--- config.mk ---
export PLATFORM = sky130hd
export DESIGN_NAME = wqe_dispatch_arbiter
export DESIGN_NICKNAME = d
export VERILOG_FILES = /design/src/rtl/wqe_dispatch_arbiter.sv
export SDC_FILE = /design/constraint.sdc
export NUM_CORES = 1
export LEC_CHECK = 0
export BUFFER_PORTS_ARGS = -buffer_cell sky130_fd_sc_hd__buf_2
export CORE_AREA = 2 2 151 153
export DETAILED_ROUTE_END_ITERATION = 10
export DIE_AREA = 0 0 153 155
export PLACE_DENSITY = 0.75
export SYNTH_ARGS = -nofsm -noshare
export SYNTH_HDL_FRONTEND = slang
export SYNTH_SLANG_ARGS = --single-unit
export TNS_END_PERCENT = 1
--- constraint.sdc ---
create_clock -name clock -period 4.25 [get_ports clock]
set_input_delay 0.2125 -clock clock [delete_from_list [all_inputs] [get_ports clock]]
set_output_delay 0.2125 -clock clock [all_outputs]
set_load 0.005 [all_outputs]
--- src/rtl/wqe_dispatch_arbiter.sv ---
// Weighted SQ/RQ work-queue-entry arbiter: pops one descriptor at a time from the
// show-ahead FIFOs, offers it to the DMA engine and waits for completion or timeout.
`timescale 1ns/1ps
module wqe_dispatch_arbiter #(
    parameter int SQ_WEIGHT    = 2,
    parameter int DONE_TIMEOUT = 255
) (
    input  logic         clock,
    input  logic         reset,
    input  logic         enable,
    input  logic         sqEmpty,
    input  logic [111:0] sqData,
    output logic         sqPop,
    input  logic         rqEmpty,
    input  logic [111:0] rqData,
    output logic         rqPop,
    output logic         dmaValid,
    input  logic         dmaReady,
    output logic [111:0] dmaDesc,
    output logic         dmaQueue,
    input  logic         dmaDone,
    output logic         busy,
    output logic [15:0]  sqIssued,
    output logic [15:0]  rqIssued,
    output logic [7:0]   dropCount,
    output logic         timeoutErr
);

    typedef enum logic [1:0] {
        IDLE      = 2'd0,
        POP       = 2'd1,
        ISSUE     = 2'd2,
        WAIT_DONE = 2'd3
    } arbState;

    localparam logic [3:0]  CREDIT_LIMIT = 4'(SQ_WEIGHT);
    localparam logic [15:0] TIMER_LAST   = 16'(DONE_TIMEOUT - 1);

    arbState        stateReg;
    arbState        stateNext;
    logic           armedReg;
    logic           selQueueReg;
    logic [3:0]     sqCreditReg;
    logic [15:0]    timerReg;
    logic [111:0]   dmaDescReg;
    logic           dmaQueueReg;
    logic [15:0]    sqIssuedReg;
    logic [15:0]    rqIssuedReg;
    logic [7:0]     dropCountReg;
    logic           timeoutErrReg;

    logic canGrant;
    logic grantSq;
    logic selEmpty;
    logic dataNumZero;
    logic accept;
    logic timerExpired;

    // armedReg holds off the first grant until the second edge after reset release
    assign canGrant     = armedReg && enable && (!sqEmpty || !rqEmpty);
    assign grantSq      = !sqEmpty && (rqEmpty || (sqCreditReg < CREDIT_LIMIT));
    assign selEmpty     = selQueueReg ? rqEmpty : sqEmpty;
    assign dataNumZero  = (dmaDescReg[106:104] == 3'd0);
    assign accept       = (stateReg == ISSUE) && !dataNumZero && dmaReady;
    assign timerExpired = (timerReg == TIMER_LAST);

    always_ff @(posedge clock or negedge reset) begin
        if (!reset) begin
            stateReg <= IDLE;
        end else begin
            stateReg <= stateNext;
        end
    end

    always_comb begin
        stateNext = stateReg;
        case (stateReg)
            IDLE:      if (canGrant) stateNext = POP;
            POP:       stateNext = selEmpty ? IDLE : ISSUE;
            ISSUE: begin
                if (dataNumZero) stateNext = IDLE;
                else if (dmaReady) stateNext = WAIT_DONE;
            end
            WAIT_DONE: if (dmaDone || timerExpired) stateNext = IDLE;
            default:   stateNext = IDLE;
        endcase
    end

    always_comb begin
        sqPop    = (stateReg == POP) && !selQueueReg && !sqEmpty;
        rqPop    = (stateReg == POP) &&  selQueueReg && !rqEmpty;
        dmaValid = (stateReg == ISSUE) && !dataNumZero;
        busy     = (stateReg != IDLE);
    end

    always_ff @(posedge clock or negedge reset) begin
        if (!reset) begin
            armedReg      <= 1'b0;
            selQueueReg   <= 1'b0;
            sqCreditReg   <= 4'd0;
            timerReg      <= 16'd0;
            dmaDescReg    <= '0;
            dmaQueueReg   <= 1'b0;
            sqIssuedReg   <= 16'd0;
            rqIssuedReg   <= 16'd0;
            dropCountReg  <= 8'd0;
            timeoutErrReg <= 1'b0;
        end else begin
            armedReg <= 1'b1;

            // Credit only accumulates while RQ is actually competing for the slot
            if (stateReg == IDLE && canGrant) begin
                selQueueReg <= !grantSq;
                if (grantSq && !rqEmpty) sqCreditReg <= sqCreditReg + 4'd1;
                else                     sqCreditReg <= 4'd0;
            end

            if (sqPop || rqPop) begin
                dmaDescReg  <= selQueueReg ? rqData : sqData;
                dmaQueueReg <= selQueueReg;
            end

            if (stateReg == ISSUE && dataNumZero && dropCountReg != 8'hFF) begin
                dropCountReg <= dropCountReg + 8'd1;
            end

            if (accept) begin
                if (dmaQueueReg) rqIssuedReg <= rqIssuedReg + 16'd1;
                else             sqIssuedReg <= sqIssuedReg + 16'd1;
            end

            if (stateReg == WAIT_DONE) timerReg <= timerReg + 16'd1;
            else                       timerReg <= 16'd0;

            // A completion in the expiry cycle wins over the timeout
            if (stateReg == WAIT_DONE && timerExpired && !dmaDone) begin
                timeoutErrReg <= 1'b1;
            end
        end
    end

    assign dmaDesc    = dmaDescReg;
    assign dmaQueue   = dmaQueueReg;
    assign sqIssued   = sqIssuedReg;
    assign rqIssued   = rqIssuedReg;
    assign dropCount  = dropCountReg;
    assign timeoutErr = timeoutErrReg;

endmodule

==> impl_metrics.csv <==
group,metric,value,unit
synthesis,ys_seq_elements,178,
synthesis,netlist_top_cells_count,"sky130_fd_sc_hd__dfrtp_1 (178), sky130_fd_sc_hd__nor2_1 (136), sky130_fd_sc_hd__a21oi_1 (116)",
timing,final_slew_viol_count,0,
placed_design,gp_routability_congestion,0.820,
setup_path,rr_startpoint,"selQueueReg$_DFFE_PN0P_",
layout,n_fill_cell,2069,
global_routing,antenna_found_initial,1,
hold_path,min_to,"dmaDesc[76]$_DFFE_PN0P_",
pwr,worst_ir_drop_vdd,0.000440,V
setup_path,path_class,"reg2reg",
route,drt-initial-drc-count,357,
synthesis,yosysWarningCount,0,
setup_path,cp-start-kind,"flop",
synthesis,yosys.area.top_type,"sky130_fd_sc_hd__dfrtp_1",
layout,multi_input_gate_area,0.00346,sq mm
setup_path,cp_slowest_stage_delay,780,ps
timing,clock_skew,13.0,ps
synthesis,synth_adder_area_share,0.914,%
synthesis,mappedNetlistArea,0.00821,sq mm
synthesis,synth-main-ff-cell,"sky130_fd_sc_hd__dfrtp_1",
die,dieArea,0.0237,sq mm
layout,area.sequential,0.00446,sq mm
hold_path,holdPathStages,3,
synthesis,synth.distinct_cells,43,
route,firstDrtPassIters,4,
timing,layout_worst_path_cycle_share,57.4,%
job,drv_cap,0,
die,floorplan.io_pins,389,
placed_design,dpl_cell_area,0.0103,sq mm
pwr,share_seq_of_total_power,40.6,%
timing,setup_repair_after_global_routing_missed_its_margin,"false",
synthesis,yosys.area_share.xor_xnor,5.01,%
synthesis,synth_compound_gate_area_share,8.21,%
cts,cts_buffer_depth,2,
timing,worst_slew_pin_slew,933,ps
synthesis,yosys.cell_count.top_type,"sky130_fd_sc_hd__dfrtp_1",
pwr,power.clock.fraction,22.1,%
timing,timing.max_slew.rel_slack,37.8,%
synthesis,synth.mux.area_fraction,14.1,%
route,post_drt_via_cell_ratio,4.85,
die,core_region_area,0.0222,sq mm
die,floorplan.initialDensity,36.9,%
pwr,power.static_leakage,0.00537,uW
synthesis,dominant_combinational_cell_family_by_area_after_synthesis,"multiplexers",
outcome,run_status,"finished, final reports clean",
synthesis,simple_gate_fraction_of_synth_area,13.8,%
global_routing,first_global_vias,6734,
setup_path,arrival,2770,ps
timing,setup-violations-final,0,
layout,final_cells,1435,
global_routing,grt_start_max_net_pins,101,
synthesis,synth_top_cell_area_share,54.2,%
setup_path,setup_slack_of_the_most_critical_reg_to_reg_path,1810,ps
route,routed_wire_length_per_instance,15.6,um
placed_design,io_buffer_count,388,
timing,achievable-frequency,410,MHz
route,route.vias.total,6956,
pwr,p_per_area,616,mW/mm^2
synthesis,syn-num-nets,1004,
cts,cts_setup_buffers,0,
layout,finish.net_count,1374,
synthesis,syn-mean-instance-area,10.7,sq um
synthesis,synth.area.top_cells,"sky130_fd_sc_hd__dfrtp_1 (54%), sky130_fd_sc_hd__mux2i_1 (14%), sky130_fd_sc_hd__a21oi_1 (7.1%), sky130_fd_sc_hd__nor2_1 (6.2%), sky130_fd_sc_hd__xnor2_1 (2.7%)",
hold_path,min_from,"sqData[76]",
die,floorplan.rows,55,
hold_path,worst_hold_path_type,"in2reg",
setup_path,timing.critical_path.required,4580,ps
cts,htreeDepth,4,
synthesis,synth_edf_count,0,
timing,post_layout_min_period,2440,ps
setup_path,endpoint_kind,"flop",
route,route.detailed.drc,0,
layout,area.growth.synth_to_final,32.8,%
pwr,power.net_switching,2460,uW
global_routing,grt_first_pass_wirelength,34400,um
global_routing,grt.total_usage,18.3,%
cts,cts_inserted_buffers,17,
setup_path,critical_path.max_fanout,84,
cts,clock_root_buffer,"sky130_fd_sc_hd__clkbuf_16",
setup_path,worstRegToRegCells,5,
layout,drive_gt1_share,37.9,%
global_routing,overflow,0,
cts,clock_insertion_delay_worst_skew,420,ps
pwr,intPower,4260,uW
synthesis,syn-instance-count,767,
timing,final-hold-violation-count,0,
route,route.antenna.remaining_nets,0,
synthesis,ys_seq_area_share,54.2,%
setup_path,regToRegEndpoint,"dmaDesc[59]$_DFFE_PN0P_",
timing,setup_total_negative_slack,0,ps
cts,clkSinkCount,178,
route,wl,22400,um
die,die_y,155,um
pwr,power.switching_fraction,36.6,%
setup_path,worst_path_max_delay_cell,"sky130_fd_sc_hd__or2_4",
synthesis,synthArstFlopShare,100,%
pwr,power.share.combinational,37.3,%
setup_path,cp_cell_sequence,"nor4b_4 > or2_4 > buf_12 > nor2_1 > a21oi_1",
placed_design,dp_hpwl,17000,um
layout,post-route-cell-area,0.0109,sq mm
die,fp.dieW,153,um
cts,clk_pin_slew_worst_paths,70,ps
cts,clock_tree_from_tritoncts,"built",
layout,utilization_of_the_core_after_routing,49.1,%
placed_design,placed_instance_count,1401,
layout make-up:
cell class | instances | area share, %
repair buffers | 394 | 18.8
clock inverters | 13 | 1.08
well taps | 285 | 3.27
clock buffers | 18 | 3.94
flip-flops and latches | 178 | 40.9
diodes | 1 | 0.0229
inverters | 9 | 0.310
multi-input cells | 537 | 31.7
sequential cells by signal (all words and copies together) (netlist names):
name	cells
armedReg	1
dmaDesc	112
dmaQueue	1
dropCount	8
rqIssued	16
selQueueReg	1
sqCreditReg	4
sqIssued	16
stateReg	2
timeoutErr	1
timerReg	16
worst max path at each step:
stage / from / slack (ps) / to / depth (start not counted)
6_report: selQueueReg$_DFFE_PN0P_ / 1810 / dmaDesc[59]$_DFFE_PN0P_ / 5
5_1_grt: selQueueReg$_DFFE_PN0P_ / 1560 / dmaDesc[83]$_DFFE_PN0P_ / 5
3_5_place_dp: selQueueReg$_DFFE_PN0P_ / 1810 / dmaDesc[59]$_DFFE_PN0P_ / 5
4_1_cts: selQueueReg$_DFFE_PN0P_ / 1780 / dmaDesc[59]$_DFFE_PN0P_ / 5
2_1_floorplan: selQueueReg$_DFFE_PN0P_ / 2650 / dmaDesc[10]$_DFFE_PN0P_ / 8
3_3_place_gp: selQueueReg$_DFFE_PN0P_ / 1890 / dmaDesc[79]$_DFFE_PN0P_ / 5
critical path, delay by kind of cell, from the launching register on:
kind | cells | cell delay (ps)
AND/OR/NAND/NOR | 3 | 1170
buffers and inverters | 1 | 380
AO/OA/AOI/OAI | 1 | 130
flip-flops | 1 | 650
power by group through the flow:
| stage | logic, uW | clock network, uW | registers (uW) |
|---|---|---|---|
| after global routing | 2800 | 1600 | 2810 |
| after global placement | 2450 | 0 | 2750 |
| final | 2500 | 1480 | 2730 |
| after detailed placement | 2550 | 0 | 2750 |
| after floorplan | 1500 | 0 | 2720 |
| after CTS | 2540 | 1530 | 2730 |
routing by layer:
metal | routed length [um] | up-vias | GRT usage [%] | part of all wire [%]
met5 | 0 | - | 0 | 0
met4 | 405 | 0 | 5.56 | 1.8
met3 | 1520 | 28 | 4.93 | 6.8
met2 | 11100 | 293 | 31.8 | 50
met1 | 9380 | 3234 | 22.3 | 42
li1 | - | 3401 | - | -
layout by cell type (no fill, tap or decap), drive strengths merged, types with 2 or more instances in the layout:
master / instances
dlygate4sd3: 2
clkbuf: 18
and4: 4
o21ai: 6
nor3: 11
or2: 2
nor4b: 2
mux2i: 112
o31ai: 2
a21oi: 116
ha: 6
inv: 19
clkinvlp: 2
mux2: 3
or3: 6
nand2: 20
xor2: 22
nor2: 136
and3: 6
nor4bb: 2
nand3: 20
buf: 392
xnor2: 25
dfrtp: 178
and2: 4
nand4: 19
timing repair:
| item | CTS | global route |
|---|---|---|
| gates resized for setup | 0 | 0 |
| hold buffers | 2 | 0 |
| setup endpoints to repair | 0 | 0 |
| endpoints found under the hold margin | 100 | 0 |
stage by stage:
stage               hold WS (ps)  setup WS [ps]  power [uW]
floorplan                  -83.1           2650        4220
global placement             373           1890        5200
detailed placement           369           1810        5300
CTS                         68.4           1780        6800
global route                71.6           1560        7210
finish                      85.9           1810        6720
kinds of logic (layout without fill, tap and decap cells):
logic type               count (synthesis)  after routing
flip-flops                             178            178
buffers and inverters                   52            434
other                                    1              2
AO/OA/AOI/OAI                          130            130
multiplexers                           115            115
adder cells (fa/ha/maj)                  6              6
AND/OR/NAND/NOR                        238            238
XOR/XNOR                                47             47
No activity file was read; power rests on OpenSTA's default activity.
